===== src/rtl/fortune_pkg.sv =====
`default_nettype none
// ============================================================================
// Module      : fortune_pkg
// Description : Shared types and constants for the fortune reveal sequencer.
//               Holds the sequencer state encoding and the character, pattern
//               and address widths used by the control block and its
//               sub-module.
// Revision    : 1.0 - initial release
// ============================================================================
package fortune_pkg;

    localparam int MSG_LEN = 4;               // characters per fortune
    localparam int CHAR_W  = 7;               // character code width
    localparam int PAT_W   = 6;               // fortune selector width
    localparam int ADDR_W  = PAT_W + 2;       // {pattern, idx}
    localparam int IDX_W   = $clog2(MSG_LEN); // character index width

    typedef enum logic [2:0] {
        IDLE = 3'd0,
        READ = 3'd1,
        WAIT = 3'd2,
        SHOW = 3'd3,
        DONE = 3'd4
    } state_t;

endpackage : fortune_pkg
`default_nettype wire


===== src/rtl/rise_detect.sv =====
`default_nettype none
// ============================================================================
// Module      : rise_detect
// Description : Rising-edge detector. A single flop holds the previous value
//               of d; pulse is high for one cycle when d is high and was low
//               in the previous cycle.
// Ports       : clk    - system clock
//               resetn - asynchronous active-low reset
//               d      - level input
//               pulse  - one-cycle rising-edge pulse (combinational)
// Revision    : 1.0 - initial release
// ============================================================================
module rise_detect (
    input  logic clk,
    input  logic resetn,
    input  logic d,
    output logic pulse
);

    logic r_d;

    always_ff @(posedge clk or negedge resetn) begin
        if (!resetn) begin
            r_d <= 1'b0;
        end else begin
            r_d <= d;
        end
    end

    assign pulse = d & ~r_d;

endmodule : rise_detect
`default_nettype wire


===== src/rtl/fortune_reveal_ctrl.sv =====
`default_nettype none
// ============================================================================
// Module      : fortune_reveal_ctrl
// Description : Reads a four-character fortune from an external synchronous
//               message memory and reveals it one character at a time, each
//               character held for TICK_DIV cycles.
// Ports       : clk        - system clock
//               resetn     - asynchronous active-low reset
//               go         - start level; only its rising edge acts
//               cancel     - synchronous abort
//               pattern    - fortune selector, latched on the accepted start
//               mem_rd     - memory read strobe
//               mem_addr   - memory address {latched pattern, idx}
//               mem_q      - memory data, valid the cycle after mem_rd
//               char_out   - character currently revealed
//               char_valid - char_out holds a real character
//               idx        - index of the current character
//               busy       - sequence in progress
//               done       - one-cycle pulse after the last character
// Revision    : 1.0 - initial release
// ============================================================================
module fortune_reveal_ctrl
    import fortune_pkg::*;
#(
    parameter int TICK_DIV = 50_000_000
) (
    input  logic              clk,
    input  logic              resetn,
    input  logic              go,
    input  logic              cancel,
    input  logic [PAT_W-1:0]  pattern,
    output logic              mem_rd,
    output logic [ADDR_W-1:0] mem_addr,
    input  logic [CHAR_W-1:0] mem_q,
    output logic [CHAR_W-1:0] char_out,
    output logic              char_valid,
    output logic [IDX_W-1:0]  idx,
    output logic              busy,
    output logic              done
);

    localparam int                     c_TIMER_W   = $clog2(TICK_DIV + 1);
    localparam logic [c_TIMER_W-1:0]   c_TIMER_END = c_TIMER_W'(TICK_DIV - 1);
    localparam logic [IDX_W-1:0]       c_IDX_LAST  = IDX_W'(MSG_LEN - 1);

    state_t                r_state;
    state_t                w_state_nxt;
    logic                  w_go_rise;
    logic                  w_timer_end;
    logic [c_TIMER_W-1:0]  r_timer;
    logic [PAT_W-1:0]      r_pattern;
    logic [IDX_W-1:0]      r_idx;
    logic [CHAR_W-1:0]     r_char;
    logic                  r_char_valid;

    // The edge register tracks go in every state, so a level held high
    // across DONE->IDLE never looks like a new edge.
    rise_detect u_go_edge (
        .clk    (clk),
        .resetn (resetn),
        .d      (go),
        .pulse  (w_go_rise)
    );

    assign w_timer_end = (r_state == SHOW) && (r_timer == c_TIMER_END);

    // ------------------------------------------------------------------
    // State register
    // ------------------------------------------------------------------
    always_ff @(posedge clk or negedge resetn) begin
        if (!resetn) begin
            r_state <= IDLE;
        end else begin
            r_state <= w_state_nxt;
        end
    end

    // ------------------------------------------------------------------
    // Next-state logic; cancel overrides everything including a go edge
    // ------------------------------------------------------------------
    always_comb begin
        w_state_nxt = r_state;
        if (cancel) begin
            w_state_nxt = IDLE;
        end else begin
            case (r_state)
                IDLE:    if (w_go_rise) w_state_nxt = READ;
                READ:    w_state_nxt = WAIT;
                WAIT:    w_state_nxt = SHOW;
                SHOW:    if (w_timer_end) w_state_nxt = (r_idx == c_IDX_LAST) ? DONE : READ;
                DONE:    w_state_nxt = IDLE;
                default: w_state_nxt = IDLE;
            endcase
        end
    end

    // ------------------------------------------------------------------
    // State-decoded outputs
    // ------------------------------------------------------------------
    always_comb begin
        mem_rd = 1'b0;
        busy   = 1'b0;
        done   = 1'b0;
        case (r_state)
            READ: begin
                mem_rd = 1'b1;
                busy   = 1'b1;
            end
            WAIT:    busy = 1'b1;
            SHOW:    busy = 1'b1;
            DONE:    done = 1'b1;
            default: ;
        endcase
    end

    // ------------------------------------------------------------------
    // Datapath: pattern latch, character index, display register, timer.
    // char_out is only overwritten at the end of WAIT so the display keeps
    // the previous character while the next one is being fetched.
    // ------------------------------------------------------------------
    always_ff @(posedge clk or negedge resetn) begin
        if (!resetn) begin
            r_pattern    <= '0;
            r_idx        <= '0;
            r_char       <= '0;
            r_char_valid <= 1'b0;
            r_timer      <= '0;
        end else if (cancel) begin
            r_idx        <= '0;
            r_char_valid <= 1'b0;
            r_timer      <= '0;
        end else begin
            case (r_state)
                IDLE: begin
                    if (w_go_rise) begin
                        r_pattern    <= pattern;
                        r_idx        <= '0;
                        r_char_valid <= 1'b0;
                    end
                end
                WAIT: begin
                    r_char       <= mem_q;
                    r_char_valid <= 1'b1;
                    r_timer      <= '0;
                end
                SHOW: begin
                    if (w_timer_end) begin
                        r_timer <= '0;
                        // idx stays at the last character after DONE; it
                        // only returns to 0 on the next start or a cancel.
                        if (r_idx != c_IDX_LAST) begin
                            r_idx <= r_idx + IDX_W'(1);
                        end
                    end else begin
                        r_timer <= r_timer + c_TIMER_W'(1);
                    end
                end
                default: ;
            endcase
        end
    end

    assign mem_addr   = {r_pattern, r_idx};
    assign char_out   = r_char;
    assign char_valid = r_char_valid;
    assign idx        = r_idx;

endmodule : fortune_reveal_ctrl
`default_nettype wire


===== config.mk =====
export PLATFORM = sky130hd
export DESIGN_NAME = fortune_reveal_ctrl
export DESIGN_NICKNAME = d
export VERILOG_FILES = /design/src/rtl/fortune_pkg.sv /design/src/rtl/rise_detect.sv /design/src/rtl/fortune_reveal_ctrl.sv
export SDC_FILE = /design/constraint.sdc
export NUM_CORES = 1
export LEC_CHECK = 0
export ABC_AREA = 1
export CORE_MARGIN = 1
export CORE_UTILIZATION = 55
export CTS_BUF_LIST = sky130_fd_sc_hd__clkbuf_8
export DETAILED_ROUTE_END_ITERATION = 10
export DONT_BUFFER_PORTS = 1
export GPL_ROUTABILITY_DRIVEN = 0
export MAX_ROUTING_LAYER = met4
export PLACE_DENSITY_LB_ADDON = 0.08
export SLEW_MARGIN = 15
export SYNTH_ARGS = -nofsm -noshare
export SYNTH_HDL_FRONTEND = slang
export SYNTH_SLANG_ARGS = --single-unit

===== constraint.sdc =====
create_clock -name clk -period 2.8 [get_ports clk]
set_input_delay 0.84 -clock clk [delete_from_list [all_inputs] [get_ports clk]]
set_output_delay 0.84 -clock clk [all_outputs]
set_load 0.01 [all_outputs]

After elaboration in Yosys (flattened, before gate mapping)
Index checks and enable logic that the tools add are counted.
Storage, ports and cells
  bits in registers: 46
  input bits: 17
  output and inout bits: 21
  word-level logic and storage cells: 52
Cells by class
  add/sub/neg operators: 2
  equal/unequal tests: 10
  multiplexer cells: 19
  bitwise gates (word level): 3
  reductions and logical operators: 11
Operators by type and width (count)
  $mux 26: 2
  $pmux 26 s2: 1
  $add 26x1->26 const B: 1
  $eq 26x26->1 const B: 1
  $mux 3: 4
  $pmux 3 s4: 1
  $reduce_bool 3->1: 3
  $mux 2: 4
  $eq 3x2->1 const B: 2
  $ne 3x2->1 const B: 2
  $reduce_and 2->1: 3
  $mux 1: 5
  $pmux 2 s2: 1
  $reduce_and 4->1: 1
  $eq 3x1->1 const B: 1
  $eq 3x3->1 const B: 1
  $logic_not 3->1: 1
  $ne 3x3->1 const B: 1
  $reduce_and 3->1: 1
  $reduce_or 3->1: 1
  $add 2x1->2 const B: 1
  $eq 2x2->1 const B: 1
  $ne 2x2->1 const B: 1
  $not 1->1: 2
  3 further kinds: 3

Longest topological paths before layout
  depth after elaboration: 5
  gate-level depth with buffers: 11
  depth with buffers taken out: 10

Hierarchy
From an unflattened synthesis, not the netlist that was laid out.
Unflattened totals
  cell total of the unflattened synthesis: 328
  area total of the unflattened synthesis: 2556.2 um^2
By module, submodules not included
  fortune_reveal_ctrl: instances 1, cells each 325, area an instance 2521.2 um^2, sequential area each 1126.1 um^2
  rise_detect: instances 1, cells each 3, area an instance 35.0 um^2, sequential area each 25.0 um^2

Worst setup path before layout
Ideal clock, no wire load.
  path kind: input to register
  start point: in cancel
  end point: reg r_timer[4]
  setup time: 120 ps
  arrival time: 1499 ps
  required time: 2680 ps
  slack: 1181 ps
  stages on the path: 7
  path buffers: 0
  cells stage by stage: inv_2 > nand2_4 > nand3_2 > nor2_1 > or2_2 > nand2_1 > nor2_1
Between the ends
  longest elaborated chain between the ends: 1
  elaborated cells between the ends (all ways): 2
  those cells by class: mux: 1; reduce/logical: 1
RTL lines
  start: declaration: line fortune_reveal_ctrl.sv:30  | input logic cancel,
  $reduce_bool 3->1 (no source line) or $mux 26 (tied branches)
  end signal: assignment: line fortune_reveal_ctrl.sv:155  | r_timer <= r_timer + c_TIMER_W'(1);
  end: declaration: line fortune_reveal_ctrl.sv:50  | logic [c_TIMER_W-1:0] r_timer;
Several ways; a longest one is shown, not always the timed one.
A chain may end at the register's enable or synchronous reset.

Final worst setup path
  start point: reg r_state[0]
  end point: out mem_rd
Between the ends
  longest elaborated chain between the ends: 2
RTL lines
  start: declaration: line fortune_reveal_ctrl.sv:46  | state_t r_state;
  start signal: assignment: line fortune_reveal_ctrl.sv:74  | r_state <= w_state_nxt;
  $eq 3x1->1: line fortune_reveal_ctrl.sv:104  | case (r_state)
  $mux 1: line fortune_reveal_ctrl.sv:104
  end: declaration: line fortune_reveal_ctrl.sv:32  | output logic mem_rd,
No other way between the ends.

==> flow_summary.toml <==
[clock_tree]
ctsResizeCount = 0
cts_max_level = 2
ctsHoldBuffers = 0
post_cts_buffers = 0
cts_sinks = 46
cts_buffers = 5
cts_tree = "done"
cts.path.max_buffers = 2
root_buffer = "clkbuf_8"
insertion_delay_ns = 0.30
cts.reportedPaths.clkPinSlew_ns = 0.09

[logic_synthesis]
synth_seq_cells = 46
async_reset_ff_share_pct = 100
synthFlopType = "dfrtp_1"
syn_area_per_cell_um2 = 7.93
syn-num-nets = 342
synth-edff-count = 0
syn_inst = 323
yosysTopAreaCellShare_pct = 44.9
yosysMostFrequentCell = "nand2_1"
ys_types = 27
synth_top_cells_by_count = "85 x nand2_1, 55 x nor2_1, 46 x dfrtp_1, 28 x inv_1, 24 x nand3_1"
yosysWarningCount = 0
syn_area_mm2 = 0.00256
yosysTopAreaCell = "dfrtp_1"
ys_seq_area_share_pct = 44.9
synth_area_leaders = "dfrtp_1 45%, nand2_1 12%, nor2_1 8.1%"

[grt]
grt.total_usage_pct = 23.4
grt_max_degree = 47
grt_pass1_vias = 1948
antenna_found_initial = 0
grt_pass1_wl_um = 8710
grt_overflow = 0

[floorplanning]
die_w_um = 70.2
die_y_um = 70.2
rows = 24
ios = 38
die_area_mm2 = 0.00493
start_util_pct = 58.0
core_area_mm2 = 0.00441

[place]
portBuffers = 0
dp_hpwl_um = 3760
dp.cells = 370
place_ws_ns = 1.00

[final_layout]
syn_to_final_growth_pct = 4.40
diodes = 0
drive_gt1_share_pct = 15.3
final_net_count = 344
fin_cells = 378

[worst_setup_path]
critical_path_class = "reg2out"
critical_path_required_ns = 1.96
crit_arrival_ns = 1.24
start_kind = "register"
r2r-start = "r_timer[1]"
path_max_fanout = 7
cp-end-kind = "output pin"
reg2reg_depth = 10
r2r_end = "r_timer[19]"
reg2reg_slack_ns = 1.02

[routing]
viasPerCell = 5.26
drc = 0
dr.pass1.iters = 5
drtIter0Drc = 104
wirelength_um = 5000
drtAntennaViolNets = 0
wire_per_inst_um = 13.2
vias = 1989

[job]
maxCapViolCount = 0

[sta]
min_period_ns = 2.08
skew_ns = 0.00600
worst_slew_pin_slew_ns = 0.496
hold_viol_final = 0
worst_slack_ns = 0.723
fmax_mhz = 481
slew_violations = 0
whs_ns = 0.222
fin_tns_setup_ns = 0
finalSetupViolations = 0
slew_headroom_pct = 66.7
rsz0062_at_grt = "false"
finalCritPeriodShare_pct = 74.2

[power_and_ir_drop]
powerDensity_mw_per_mm2 = 618
report.power.total_mw = 1.65
ir_worst_vdd_mv = 0.548
p_leak_nw = 1.21

[min_path]
min_path_type = "in2async"

[status]
status = "finished clean"
worst max path at each step:
stage | cells after the start | from | slack (ns) | end
floorplan | 7 | cancel | 1.18 | r_timer[4]
global placement | 7 | cancel | 0.99 | r_timer[25]
detailed placement | 7 | cancel | 1.00 | r_timer[14]
CTS | 2 | r_state[0] | 0.72 | mem_rd
global route | 2 | r_state[0] | 0.64 | mem_rd
finish | 2 | r_state[0] | 0.72 | mem_rd
power breakdown:
| part | internal (mW) | switching (mW) |
|---|---|---|
| Sequential | 0.781 | 0.138 |
| Combinational | 0.134 | 0.200 |
| Clock | 0.175 | 0.224 |
state kept, by name, indices dropped and copies added (netlist names):
register	count
char_valid	1
char_out	7
u_go_edge.r_d	1
r_timer	26
idx	2
r_pattern	6
r_state	3
metrics by stage:
stage	utilization, %	area [um^2]
2_1_floorplan	-	2560
3_3_place_gp	58.5	2580
3_5_place_dp	58.5	2580
4_1_cts	60.6	2670
5_1_grt	60.6	2670
6_report	60.6	2670
worst max-delay path, cell delays in order (launching register included):
cell and delay (ns):
dfrtp_1 0.46, inv_1 0.08, nor3_1 0.40
cell usage in the layout, fill, tap and decap left out, types with 2 or more instances in the layout:
cell,n
inv_1,28
nand3_2,5
nor3_1,5
inv_2,6
dfrtp_1,46
nand4_1,10
nand3b_1,2
xor2_1,6
nand2_2,4
nand2_1,85
xnor2_1,4
nor2_1,55
nand2_4,2
nor2_4,2
nand3_1,24
mux2_2,13
ha_1,2
o21ai_0,5
clkbuf_8,5
nor2_2,8
a21oi_1,2
kinds of logic (layout without fill, tap and decap cells):
| logic type | Yosys count | in the layout | synth area share (%) |
|---|---|---|---|
| AND/OR/NAND/NOR | 203 | 203 | 36.1 |
| flip-flops | 46 | 46 | 44.9 |
| buffers and inverters | 40 | 43 | 6.89 |
| multiplexers | 13 | 13 | 5.72 |
| XOR/XNOR | 10 | 10 | 3.42 |
| AO/OA/AOI/OAI | 9 | 9 | 1.95 |
| adder cells (fa/ha/maj) | 2 | 2 | 0.977 |
final cells by class:
cell class	count	area (um^2)
fill	414	1740
multi-input combinational	237	1230
sequential	46	1150
inverter	35	134
clock buffer	5	68.8
tap	52	65.1
clock inverter	3	21.3
per-layer routing:
layer	up-vias	global-route usage (%)	part of all wire [%]
met5	-	-	0
met4	0	7.56	1.0
met3	7	4.33	3.0
met2	39	36.2	47
met1	918	31.1	49
li1	1025	-	-
Power figures use the tool's default switching activity.
